## config.mk

```make
export PLATFORM = sky130hd
export DESIGN_NAME = dac_spi_serializer
export DESIGN_NICKNAME = d
export VERILOG_FILES = /design/src/rtl/dac_spi_pkg.sv /design/src/rtl/dac_spi_tick_gen.sv /design/src/rtl/dac_spi_serializer.sv
export SDC_FILE = /design/constraint.sdc
export NUM_CORES = 1
export LEC_CHECK = 0
export CORE_MARGIN = 10
export CORE_UTILIZATION = 57
export DETAILED_ROUTE_END_ITERATION = 12
export PLACE_DENSITY = 0.79
export SKIP_CTS_REPAIR_TIMING = 1
export SLEW_MARGIN = 30
export SYNTH_ARGS = -nofsm -noshare
export SYNTH_HDL_FRONTEND = slang
export SYNTH_SLANG_ARGS = --single-unit
export TNS_END_PERCENT = 20
```

## constraint.sdc

```tcl
create_clock -name CLK -period 2 [get_ports CLK]
set_input_delay 0.4 -clock CLK [delete_from_list [all_inputs] [get_ports CLK]]
set_output_delay 0.4 -clock CLK [all_outputs]
set_load 0.005 [all_outputs]
```

## src/rtl/dac_spi_pkg.sv

```systemverilog
// +--------------------------------------------------------------------+
// | dac_spi_pkg                                                        |
// | Shared constants and state encoding for the SPI DAC serializer.    |
// | Revision: 1.0                                                      |
// +--------------------------------------------------------------------+
`default_nettype none

package dac_spi_pkg;

   localparam int FRAME_BITS   = 16;
   localparam int DATA_BITS    = 12;
   localparam int CFG_BITS     = 4;
   localparam int HALF_PERIODS = 2 * FRAME_BITS;

   // Channel A, buffered Vref, gain 1x, output active
   localparam logic [CFG_BITS-1:0] CFG_WORD_DEFAULT = 4'b0111;

   typedef enum logic [2:0] {
      IDLE   = 3'd0,
      SETUP  = 3'd1,
      SHIFT  = 3'd2,
      HOLD   = 3'd3,
      LATCH  = 3'd4,
      FINISH = 3'd5
   } state_t;

endpackage

`default_nettype wire

```

## src/rtl/dac_spi_tick_gen.sv

```systemverilog
// +--------------------------------------------------------------------+
// | dac_spi_tick_gen                                                   |
// | Emits a 1-cycle tick every CLK_DIV cycles; restart re-phases it.   |
// | Revision: 1.0                                                      |
// +--------------------------------------------------------------------+
`default_nettype none

module dac_spi_tick_gen #(
   parameter int CLK_DIV = 4
) (
   input  logic CLK,
   input  logic RST,
   input  logic restart,
   output logic tick
);

   localparam int            CW   = $clog2(CLK_DIV + 1);
   localparam logic [CW-1:0] LAST = CW'(CLK_DIV - 1);

   logic [CW-1:0] cnt_q;
   logic [CW-1:0] cnt_d;

   always_comb begin
      cnt_d = cnt_q + CW'(1);
      if (restart || (cnt_q == LAST)) begin
         cnt_d = '0;
      end
   end

   always_ff @(posedge CLK or negedge RST) begin
      if (!RST) begin
         cnt_q <= '0;
      end else begin
         cnt_q <= cnt_d;
      end
   end

   assign tick = (cnt_q == LAST);

endmodule

`default_nettype wire

```

## src/rtl/dac_spi_serializer.sv

```systemverilog
// +--------------------------------------------------------------------+
// | dac_spi_serializer                                                 |
// | MCP4921-style 16-bit SPI frame + LDAC_N pulse, one pending slot.   |
// | Option macro: DAC_SPI_AUTO_UPDATE_EN (send on every DATA change).  |
// | Revision: 1.0                                                      |
// +--------------------------------------------------------------------+
`default_nettype none

module dac_spi_serializer
   import dac_spi_pkg::*;
#(
   parameter int                  CLK_DIV  = 4,
   parameter logic [CFG_BITS-1:0] CFG_WORD = CFG_WORD_DEFAULT
) (
   input  logic                 CLK,
   input  logic                 RST,
   input  logic [DATA_BITS-1:0] DATA,
   input  logic                 START,
   output logic                 SCLK,
   output logic                 CS_N,
   output logic                 MOSI,
   output logic                 LDAC_N,
   output logic                 BUSY,
   output logic                 DONE,
   output logic                 PENDING
);

   if ((CLK_DIV < 1) || (CLK_DIV > 255)) begin : g_bad_clk_div
      $error("dac_spi_serializer: CLK_DIV must be in 1..255");
   end

   state_t                  state_q, state_d;
   logic [FRAME_BITS-1:0]   shift_q, shift_d;
   logic [DATA_BITS-1:0]    pend_q, pend_d;
   logic                    pending_q, pending_d;
   logic [5:0]              half_q, half_d;
   logic                    sclk_q, sclk_d;
   logic                    cs_n_q, cs_n_d;
   logic                    ldac_n_q, ldac_n_d;
   logic                    done_q, done_d;
   logic                    tick;
   logic                    req;
   logic                    load;

`ifdef DAC_SPI_AUTO_UPDATE_EN
   logic [DATA_BITS-1:0]    last_sent_q;

   // A changed code raises a one-cycle request, handled exactly like START
   assign req = START || (DATA != last_sent_q);

   always_ff @(posedge CLK or negedge RST) begin
      if (!RST) begin
         last_sent_q <= '0;
      end else begin
         last_sent_q <= DATA;
      end
   end
`else
   assign req = START;
`endif

   dac_spi_tick_gen #(
      .CLK_DIV (CLK_DIV)
   ) u_tick_gen (
      .CLK     (CLK),
      .RST     (RST),
      .restart (state_d != state_q),
      .tick    (tick)
   );

   always_comb begin
      state_d   = state_q;
      shift_d   = shift_q;
      pend_d    = pend_q;
      pending_d = pending_q;
      half_d    = half_q;
      sclk_d    = sclk_q;
      load      = 1'b0;

      case (state_q)
         IDLE:   load = req || pending_q;
         SETUP:  if (tick) state_d = SHIFT;
         SHIFT: begin
            if (tick) begin
               if (half_q != 6'(HALF_PERIODS)) half_d = half_q + 6'd1;
               if (!half_q[0]) begin
                  sclk_d = 1'b1;
               end else begin
                  sclk_d  = 1'b0;
                  shift_d = {shift_q[FRAME_BITS-2:0], 1'b0};
               end
               if (half_q == 6'(HALF_PERIODS - 1)) state_d = HOLD;
            end
         end
         HOLD:   if (tick) state_d = LATCH;
         LATCH:  if (tick) state_d = FINISH;
         FINISH: begin
            load = req || pending_q;
            if (!load) state_d = IDLE;
         end
         default: state_d = IDLE;
      endcase

      // A fresh request overrides the buffered one: last value wins
      if (load) begin
         state_d   = SETUP;
         shift_d   = {CFG_WORD, (req ? DATA : pend_q)};
         half_d    = '0;
         sclk_d    = 1'b0;
         pending_d = 1'b0;
      end else if (req && (state_q != IDLE)) begin
         pend_d    = DATA;
         pending_d = 1'b1;
      end

      cs_n_d   = !((state_d == SETUP) || (state_d == SHIFT) || (state_d == HOLD));
      ldac_n_d = (state_d != LATCH);
      done_d   = (state_d == FINISH);
   end

   always_ff @(posedge CLK or negedge RST) begin
      if (!RST) begin
         state_q   <= IDLE;
         shift_q   <= '0;
         pend_q    <= '0;
         pending_q <= 1'b0;
         half_q    <= '0;
         sclk_q    <= 1'b0;
         cs_n_q    <= 1'b1;
         ldac_n_q  <= 1'b1;
         done_q    <= 1'b0;
      end else begin
         state_q   <= state_d;
         shift_q   <= shift_d;
         pend_q    <= pend_d;
         pending_q <= pending_d;
         half_q    <= half_d;
         sclk_q    <= sclk_d;
         cs_n_q    <= cs_n_d;
         ldac_n_q  <= ldac_n_d;
         done_q    <= done_d;
      end
   end

   assign SCLK    = sclk_q;
   assign CS_N    = cs_n_q;
   assign MOSI    = shift_q[FRAME_BITS-1];
   assign LDAC_N  = ldac_n_q;
   assign BUSY    = (state_q != IDLE);
   assign DONE    = done_q;
   assign PENDING = pending_q;

endmodule

`default_nettype wire

```

==> results.md, run 1 <==
Synth:
- The net count of the mapped netlist is about 230.
- The sequential share of the synthesized area is 0.476.
- The dominant synthesized flop cell is dfrtp_1.
- Yosys mapped a number of flops with a built-in enable equal to 0.
- The flip-flop and latch count after synthesis is 45.
- Yosys mapped the design onto 45 distinct sky130hd cell types.
- The mean instance size in the synthesized netlist is between 10 and 15 sq um.
- Synthesis produced 214 cells.
- Yosys printed 0 warnings.
- After synthesis, the share of flip-flops with an asynchronous set or reset is 1.00.
- The synthesized cell area is 2370 sq um.

Layout:
- The total inserted antenna cells is 0.
- In the final layout, the share of cells above drive strength 1 is 0.194.
- The finished cells cover 2760 sq um.
- Relative to the synthesized area, the layout overhead comes to 16.6%.
- After the last flow step, the layout net total stands at 260.

Drt:
- For this block, the via count after detailed routing is 1724.
- In the detailed route, the total length drawn on met2 is ~2.4 mm.
- The number of design rule violations left after detail routing is 0.
- Dividing the detail-routed wire length by the instance count gives about 17 um.
- The post-detailed-route via-to-cell ratio is 5.90.
- For this block, the routed nets add up to 4.88 mm of wire.
- The number of DRC violations after detailed-routing iteration 0 is 85.
- In the final routing, the length of wire on met1 measures 2.18 mm.
- The total met3 wirelength after detailed routing is 278 um.
- The detailed router used layers up to and including met4.
- The detail route stage leaves a number of antenna-violating nets equal to 0.
- The first detailed-routing pass took 4 iterations.

Critical path:
- The depth of the worst register-to-register path is 3.
- In this run the register-to-register setup slack is 0.15 ns.
- Data on the critical path arrives at its endpoint at roughly 2 ns.
- The signal on the critical path passes through xor2_2 -> o21ai_2 -> mux2_2.
- The required arrival time at the worst endpoint is 2.18 ns.
- The category of the worst setup path capture point is a flip-flop.
- The capture point of the worst reg-to-reg path is pend_q[7].
- The most critical setup path has its startpoint at state_q[2].
- The startpoint of the worst-slack reg-to-reg timing path is state_q[2].
- For this run, the slowest stage of the critical path takes 0.66 ns.
- The library cell contributing the largest single delay on the critical path is o21ai_2.
- The worst setup path is launched from a flip-flop.
- The start-to-end type of the worst setup path is flip-flop to flip-flop.
- Along the worst path, the maximum fanout reaches 12.

Clock tree:
- TritonCTS built the clock tree.
- The maximum count of clock buffers along a single path is 2.
- For this design, the sink count on the clock tree is 45.
- After clock tree synthesis, the clock-pin slew on the worst setup and hold paths is 0.08 ns.
- At the later pin of the worst-skew pair, clock insertion delay measures 0.30 ns.
- The number of clock buffers added by TritonCTS is 5.
- CTS built an H-tree with a depth of 2.
- The cell at the root of the clock tree is clkbuf_8.

Die:
- The count of standard-cell rows is 23.
- For this configuration, the core starts out at a cell density of 0.592.
- The full die area is 7140 sq um.
- In this run the horizontal extent of the chip is 84.5 um.
- The die height is 84.5 um.
- The area of the placeable core is around 4000 sq um.
- The top-level I/O count is 22.

Timing:
- Across all hold checks on the routed design, the worst slack comes to 0.00328 ns.
- The number of hold violations in the final report is 0.
- The worst pin sits at a relative slew slack of 0.442.
- Setup repair after global routing left no endpoint under its margin.
- The max-slew violation count is 0.
- The total negative slack for setup checks is 0 ns.
- Between clock sinks in the finished design, the worst skew comes to 0.00937 ns.
- Setup violations remaining at the end of the flow were counted as 0.
- For the pin with the worst max-slew slack, the measured transition is 0.837 ns.
- The post-layout minimum cycle time is 1.85 ns.
- Dividing the final minimum period by the clock period gives 0.923.
- For this run, the top clock speed supported by timing is 541 MHz.

Placed design:
- After legalization and detailed placement, the total HPWL measured about 3.3 mm.
- The routability-driven placement congestion ratio is 0.853.
- In this run the tool buffered the top-level ports with 21 buffer cells.
- The instance area at placement is between 2000 and 3000 sq um.

Power and ir drop:
- The power per standard cell area is 899 nW/um^2.
- The share of total power dissipated in combinational logic is 0.275.
- The sequential share of power is 0.495.
- Internal power comes to 1.74 mW.
- VDD sags by at most approximately 510 uV.
- The static power due to leakage is 1.23 nW.
- In this run the power spent charging and discharging nets is 0.748 mW.
- The switching portion of total power is 0.301.
- The share of total power dissipated in the clock network is 0.230.

Global route:
- The first global-routing pass estimated 8.20 mm of wire.
- For this run, the total global-route usage over all layers was measured as 0.136.
- Summed over all layers, the global routing overflow is 0.
- Entering global routing, the biggest net connects 32 pins.
- The number of global-route vias before repair was between 1500 and 2000.
- The number of antenna violations at the first check in global routing is 0.

Status:
- The flow ran to the end, and the final reports show no timing, DRC or antenna violations.

Flow run:
- The number of maximum-capacitance violations is 0.

Min path:
- The path class of the tightest hold or removal check is input port to asynchronous set/reset pin.
==> power by group through the flow <==
stage / logic (mW) / registers (mW) / clock network, mW
finish: 0.683 / 1.23 / 0.573
floorplan: 0.485 / 1.21 / 0
global route: 0.761 / 1.25 / 0.626
CTS: 0.679 / 1.23 / 0.589
global placement: 0.640 / 1.23 / 0
detailed placement: 0.679 / 1.24 / 0
==> synth_stat cells (6+ instances only) <==
cell type,count,area share
inv_1,8,0.013
nand3_1,9,0.019
mux2_4,10,0.063
a21oi_1,6,0.013
a2bb2oi_1,11,0.041
dfrtp_1,43,0.45
nand2_1,14,0.022
mux2i_1,15,0.063
a21boi_0,9,0.029
o22ai_1,11,0.029
nor2_1,9,0.014
o21ai_0,13,0.027
==> worst max-delay path by stage <==
stage / end / slack, ns
after global routing: pend_q[7] / 0.05
after detailed placement: pend_q[7] / 0.10
final: pend_q[7] / 0.15
after floorplan: half_q[0] / 0.29
after CTS: BUSY / -0.08
after global placement: pend_q[8] / 0.11
==> worst max-delay path: cells and delay by family (launching register included) <==
| kind | cells | cell delay (ns) |
|---|---|---|
| XOR/XNOR | 1 | 0.20 |
| flip-flops | 1 | 0.47 |
| AO/OA/AOI/OAI | 1 | 0.66 |
| multiplexers | 1 | 0.41 |
==> kinds of logic (layout without fill, tap and decap cells) <==
logic type,count (synthesis),in the layout,share of synthesized area
multiplexers,27,27,0.136
AO/OA/AOI/OAI,64,64,0.186
XOR/XNOR,2,2,0.0106
AND/OR/NAND/NOR,47,47,0.109
adder cells (fa/ha/maj),4,4,0.0211
buffers and inverters,25,53,0.0612
flip-flops,45,45,0.476
==> flip-flops by register name, summed over array words and instances (netlist names) <==
signal,count
SCLK,1
PENDING,1
DONE,1
pend_q,12
LDAC_N,1
half_q,6
state_q,3
u_tick_gen.cnt_q,3
shift_q,16
CS_N,1
==> per-stage QoR <==
step | setup slack [ns] | cells | power [mW] | util
2_1_floorplan | 0.288 | 214 | 1.69 | -
6_report | 0.153 | 292 | 2.49 | 0.691
3_3_place_gp | 0.107 | 281 | 1.87 | 0.661
5_1_grt | 0.0501 | 292 | 2.64 | 0.691
4_1_cts | -0.0756 | 289 | 2.50 | 0.684
3_5_place_dp | 0.103 | 281 | 1.92 | 0.661
==> cell type report <==
cell class              instances  area, sq um
clock buffers                   8         90.1
fillers                       297         1240
inverters                       8         30.0
multi-input cells             144         1100
flip-flops and latches         45         1130
well taps                      50         62.6
repair buffers                 37          353
==> cells in the final DEF (no fill, tap or decap), types with 3 or more instances in the layout <==
master,instances
a21boi_0,9
a21oi_1,6
a2bb2oi_1,11
buf_4,14
clkbuf_8,6
clkdlybuf4s50_1,19
dfrtp_1,40
dfrtp_2,3
ha_1,4
inv_1,8
mux2_4,10
mux2i_1,15
nand2_1,14
nand3_1,9
nor2_1,9
o21ai_0,13
o22ai_1,11
or3_1,3
==> layer usage <==
layer,vias to the layer above,global-route usage
li1,827,-
met1,851,0.173
met2,40,0.209
met3,6,0.0483
met4,0,0.0434
met5,-,0
Power figures use the tool's default switching activity.
==> inputs of run 2 (changes only) <==
- SETUP_SLACK_MARGIN: default -> 0.5
==> run 2 against run 1 <==
Effect of this change: non-clock buffer count up 2; final cell count grew 0.68%; worst hold slack improved by 0.00099 ns; first-iteration DRC count grew 44%; global-route usage about the same; count of clock-buffer cells in the layout down 2; via count rose by 0.64%; total power up 4.4%; register-to-register slack improved by 0.24 ns.
==> results.md, run 2 (synthesis results as in run 1) <==
Status:
- The flow ran to the end, and the final reports show no timing, DRC or antenna violations.

Clock tree:
- The number of sinks on the clock net is between 40 and 50.
- Clock tree synthesis inserted a total of 5 buffers.
- The TritonCTS clock tree is done.
- Counting along the longest clock path gives a buffer depth of 2.
- Clock-pin slew was measured on the worst setup and hold paths at 0.09 ns.
- For the worst-skew pair, the clock arrives at the later sink with an insertion delay of about 0.31 ns.
- The H-tree was split into 2 levels.
- In this run the clock root is driven by a clkbuf_8.

Die:
- Pin placement for this block handled 22 I/O pins.
- The x dimension of the die is 84.5 um.
- The count of standard-cell rows is 23.
- The region available for standard cell placement spans 4000 sq um.
- The effective utilization at floorplan is 0.592.
- The die height is 84.5 um.
- The floorplan step defined a die boundary enclosing 7140 sq um.

Critical path:
- The startpoint type of the worst setup path is a flip-flop.
- For this run, the slowest stage of the critical path takes roughly 0.52 ns.
- The depth of the worst register-to-register path is 6.
- Setup slack on the worst reg-to-reg path comes out at between 0.3 and 0.4 ns.
- Walking the worst path, the cells encountered are clkdlybuf4s50_1.
- The last element of the critical path is LDAC_N.
- The capture point of the worst reg-to-reg path is shift_q[5].
- The critical path buffer and inverter count is 1.
- In this run the worst setup path begins at LDAC_N.
- STA classifies the critical path endpoint as an output port.
- The required arrival time at the worst endpoint is around 1.6 ns.
- The endpoint arrival time on the critical path is between 1 and 1.5 ns.
- The highest fanout seen on the critical path is 1.
- The category of cells accounting for the largest share of critical-path delay is flip-flops.
- In this run the number of cells on the critical path is 1.
- The largest individual stage delay along the critical path comes from the cell dfstp_2.
- The setup path with the least slack is of type flip-flop to output port.
- The startpoint identified for the worst register-to-register timing path is u_tick_gen.cnt_q[0].

Drt:
- Detailed routing inserted a total of about 1700 vias.
- The detailed router put a total of 2.23 mm of wire on met1.
- The post-detailed-route via-to-cell ratio is 5.90.
- Dividing the detail-routed wire length by the instance count gives 16.2 um.
- After detailed routing, the met3 layer carries 328 um of wire.
- After detailed routing, no signal wire sits above met4.
- The detailed router finished its first iteration with between 100 and 150 violations.
- The count of nets left with antenna violations once routing finished came out at 0.
- For this run, the detailed router's first-pass iteration total came to 4.
- The detailed-route wire length is 4.77 mm.
- The detailed-routed wire length on met2 is 2.10 mm.
- After detailed routing, the number of remaining DRC violations is 0.

Placed design:
- The cell count after placement is 282.
- Prior to clock tree synthesis, the placed netlist has a worst setup slack of 0.0570 ns.
- The detailed placement HPWL is 3.24 mm.
- In this run the tool buffered the top-level ports with 21 buffer cells.
- The routability-driven placement congestion ratio is 0.793.

Timing:
- The max-slew violation count is 0.
- For the pin with the worst max-slew slack, the measured transition is 0.390 ns.
- The number of hold violations in the final report is 0.
- Across all hold checks on the routed design, the worst slack comes to 0.00426 ns.
- The maximum frequency from static timing analysis is 580 MHz.
- The share of the clock period used by the worst path is 0.862.
- The final number of setup-violating endpoints is 0.
- The remaining max-slew budget at the tightest pin is 0.740.
- Once routing completed, OpenROAD measured the worst setup slack at roughly 0.28 ns.
- The post-layout minimum cycle time is 1.72 ns.
- Setup repair after global routing could not meet its margin everywhere.
- Clock skew on the completed layout was measured at 0.0127 ns.
- The total negative slack for setup checks is 0 ns.

Layout:
- The total inserted antenna cells is 0.
- In the final design database the tool counted 262 nets.
- The register bank with the most flops is shift_q.
- In the layout the commonest cells are dfrtp_1, clkdlybuf4s50_1, buf_4.
- The ratio of cells with drive above 1 in the final layout is 0.221.
- In the final layout, the multi-input gates occupy 1140 sq um.
- The count of cells in the finished layout, fillers not included, comes to 294.
- The flip-flop count of the largest register after layout is 16.
- The final core area utilization is 0.707.
- The layout filler cell count is about 310.
- The largest registers in the layout are shift_q: 16 flops, pend_q: 12 flops, half_q: 6 flops.
- Leaving out fill and tap cells, the most frequent cell in the layout is dfrtp_1.
- The sequential cells in the finished layout cover a total of between 1000 and 1500 sq um.
- The relative area change from synthesis to final layout is 19.4%.

Global route:
- The wire length of the first global-routing pass is between 8 and 9 mm.
- The global-route usage over all layers is 0.135.
- The remaining global-route overflow is 0.
- The number of global-route vias before repair is ~1700.
- The pin count of the biggest net entering global routing is 29.
- The number of antenna violations at the first check in global routing came to 0.

Power and ir drop:
- Across the VDD grid, the largest voltage drop is between 500 and 600 uV.
- The power per standard cell area is between 900 and 1000 nW/um^2.
- The static power due to leakage is 1.27 nW.

Min path:
- The path category of the worst min-delay check is input port to asynchronous set/reset pin.

Flow run:
- The tool flagged a number of max-cap violations equal to 0.
==> run 2: power by group <==
group | total (mW) | internal (mW) | switching [mW]
registers | 1.23 | 1.10 | 0.135
clock network | 0.679 | 0.371 | 0.308
logic | 0.682 | 0.369 | 0.313
total | 2.59 | 1.84 | 0.757
==> run 2: area by class of cell <==
| class | count | area share |
|---|---|---|
| Clock buffer | 6 | 0.0257 |
| Clock inverter | 2 | 0.0124 |
| Inverter | 8 | 0.0106 |
| Multi-Input combinational cell | 144 | 0.402 |
| Sequential cell | 45 | 0.400 |
| Tap cell | 50 | 0.0221 |
| Timing Repair Buffer | 39 | 0.126 |
==> run 2: routing by layer <==
metal,vias to the layer above,global-route usage
met5,-,0
met4,0,0.0599
met3,13,0.0541
met2,59,0.194
met1,830,0.175
li1,833,-
==> run 2: worst min-delay path by stage <==
stage | slack [ns] | endpoint | from
floorplan | 0.10 | DONE | RST
global placement | 0.35 | half_q[4] | RST
detailed placement | 0.35 | half_q[4] | RST
CTS | 0.02 | shift_q[13] | RST
global route | 0.03 | shift_q[10] | RST
finish | 0.004 | shift_q[13] | RST
==> run 2: per-stage QoR <==
stage | total power, mW | instance area, sq um
2_1_floorplan | 1.72 | 2400
3_3_place_gp | 1.89 | 2660
3_5_place_dp | 1.91 | 2660
4_1_cts | 2.59 | 2770
5_1_grt | 2.75 | 2830
6_report | 2.59 | 2830
==> run 2: worst register-to-register path, cell delays in order, from the launching register on <==
cell	delay (ns)
dfrtp_1	0.39
ha_2	0.19
ha_4	0.18
and4bb_1	0.18
buf_4	0.20
a21boi_0	0.22
a2bb2oi_1	0.20
==> inputs of run 3 (changes only) <==
- CELL_PAD_IN_SITES_DETAIL_PLACEMENT: default -> 2
- CELL_PAD_IN_SITES_GLOBAL_PLACEMENT: default -> 2
- CORE_UTILIZATION: 57 -> 38
- PLACE_DENSITY: 0.79 -> 0.77
==> run 3 against run 2 <==
Effect of this change: routed wire length grew 51%; final cell count grew 9.2%; worst hold slack improved by 0.076 ns; sequential power hardly changed.
==> results.md, run 3 (synthesis results as in run 1) <==
Status:
- The run finished with clean final reports.

Critical path:
- The library cell contributing the largest single delay on the critical path is dfstp_2.
- The startpoint identified for the worst register-to-register timing path is u_tick_gen.cnt_q[0].
- Of all nets on the critical path, the largest fanout is 1.
- The kind of cell with the highest combined delay along the critical path is flip-flops.
- STA classifies the critical path endpoint as an output port.
- Measured in cells, the most critical reg-to-reg path has a length of 6.
- At the worst endpoint, the required time is around 1.6 ns.
- The critical path buffer and inverter count is 1.
- For flop-to-flop paths, the worst setup slack is about 0.27 ns.
- Data on the critical path arrives at its endpoint at 1.33 ns.
- The delay of the slowest cell on the worst path is 0.53 ns.
- The worst setup path is launched from a flip-flop.
- The critical path goes through clkdlybuf4s50_1.
- The start-to-end type of the worst setup path is flip-flop to output port.
- The worst register-to-register path ends at half_q[3].

Clock tree:
- The number of sinks on the clock net is between 40 and 50.
- For the worst-skew pair, the clock arrives at the later sink with an insertion delay of around 0.30 ns.
- The TritonCTS clock tree is done.
- The clock-pin slew on the worst setup and hold paths is about 0.09 ns.
- No sink is reached through more buffers than the 2 on the longest clock path.
- In this run the clock root is driven by a clkbuf_8.
- CTS built an H-tree with a depth of 2.
- The total clock buffers created by CTS is 5.

Drt:
- The remaining antenna violation count after routing is 0.
- The post-detailed-route via-to-cell ratio is 5.69.
- The average routed wire per standard cell is 22.4 um.
- The via count is 1827.
- The number of design rule violations left after detail routing is 0.
- For this block, the routed nets add up to 7.20 mm of wire.
- The first-pass iteration count of the detailed router is 5.
- The first routing iteration left 47 violations.

Layout:
- The relative area change from synthesis to final layout is 24.6%.
- The area used by multi-input combinational logic is 1160 sq um.
- The register bank with the most flops is shift_q.
- 0 antenna diodes ended up in the layout.
- For this run, the share of the core covered by cells in the final layout is 0.493.
- The library cells used most frequently in the layout, excluding fill and tap cells, are dfrtp_1, clkdlybuf4s50_1, mux2i_1.
- The layout net count is 264.
- Leaving out fill and tap cells, the most frequent cell in the layout is dfrtp_1.
- The layout filler cell count is 596.
- The total area of sequential cells is 1130 sq um.
- The ratio of cells with drive above 1 in the final layout is 0.228.
- In the final layout, the registers with the most flip-flops are shift_q: 16 flops, pend_q: 12 flops, half_q: 6 flops.
- The register with the most flip-flops in the layout has 16 of them.

Die:
- The effective utilization at floorplan is 0.396.
- The floorplan step defined a die boundary enclosing ~9800 sq um.
- The total area inside the core boundary comes to 5990 sq um.
- The x dimension of the die is 99.0 um.
- The top-level I/O count is 22.
- The count of standard-cell rows is 28.
- The die is 99.0 um tall.

Timing:
- After layout, the minimum clock period comes to 1.73 ns.
- The share of the clock period used by the worst path is 0.866.
- Setup repair after global routing could not meet its margin everywhere.
- The total negative slack for setup checks is 0 ns.
- On the final layout, the worst hold slack is 0.0802 ns.
- The worst pin sits at a relative slew slack of 0.636.
- Derived from the worst setup path, the maximum achievable clock frequency is 578 MHz.
- At the pin with the least slew margin, the transition time is 0.546 ns.
- Setup violations remaining at the end of the flow were counted as 0.
- The number of hold violations in the final report was 0.
- Clock skew on the completed layout was measured at 0.00705 ns.
- The max-slew violation count is 0.

Power and ir drop:
- The power per standard cell area is around 930 nW/um^2.
- VDD sags by at most 519 uV.
- The static power due to leakage is 1.32 nW.

Placed design:
- After legalization and detailed placement, the total HPWL measured 4.51 mm.
- During placement, the flow inserted port buffers numbering 21.
- The congestion estimate from routability-driven global placement came to 0.818.

Global route:
- The total overflow left after global routing is 0.
- The number of global-route vias before repair came to 2004.
- For this run, the total global-route usage over all layers was measured as 0.137.
- The number of antenna violations at the first check in global routing was 0.
- The wire length of the first global-routing pass is 10.9 mm.
- Entering global routing, the biggest net connects 27 pins.

Flow run:
- The number of maximum-capacitance violations is 0.

Min path:
- The tightest min-delay check is of the input port to asynchronous set/reset pin type.
## run 3: cell types whose count changed in the layout (fill, tap and decap cells not counted), moves of 2 or more
cell      before  now
a21boi_1       3    6
buf_4         17   14
a21boi_0       8    5
mux2_4        10   12
mux2_2         2    0
buf_6          0    2
## run 3: area by class of cell
cell class                      instances  area share
Timing Repair Buffer                   41       0.142
Multi-Input combinational cell        144       0.393
Tap cell                               75      0.0318
Sequential cell                        45       0.384
Clock inverter                          1      0.0102
Inverter                                8      0.0102
Clock buffer                            7      0.0292
## run 3: worst max path at each step
stage                  endpoint  cells after the start  slack, ns                 from
floorplan           shift_q[10]                      7       0.49  u_tick_gen.cnt_q[0]
global placement      pend_q[7]                      3       0.08           state_q[0]
detailed placement    pend_q[7]                      3      -0.05           state_q[0]
CTS                        BUSY                      2      -0.08           state_q[0]
global route          half_q[4]                      6       0.21  u_tick_gen.cnt_q[0]
finish                   LDAC_N                      1       0.27               LDAC_N
## run 3: where the power goes
| part | switching, mW | total (mW) | internal (mW) | leakage [nW] |
|---|---|---|---|---|
| Clock | 0.323 | 0.731 | 0.408 | 0.0585 |
| Combinational | 0.378 | 0.771 | 0.393 | 0.716 |
| Sequential | 0.158 | 1.26 | 1.10 | 0.543 |
## run 3: per-stage QoR
stage | instance area [sq um] | cells | worst slack [ns] | total power [mW]
6_report | 2950 | 321 | 0.269 | 2.76
5_1_grt | 2950 | 321 | 0.210 | 2.94
4_1_cts | 2810 | 314 | -0.0751 | 2.72
3_5_place_dp | 2690 | 306 | -0.0497 | 1.98
3_3_place_gp | 2690 | 306 | 0.0778 | 1.91
2_1_floorplan | 2400 | 214 | 0.490 | 1.72
## run 3: routing by layer
| metal | share of wire | global-route usage |
|---|---|---|
| met3 | 0.034 | 0.0377 |
| met2 | 0.52 | 0.227 |
| met4 | 0.012 | 0.0452 |
| met5 | 0 | 0 |
| met1 | 0.44 | 0.166 |
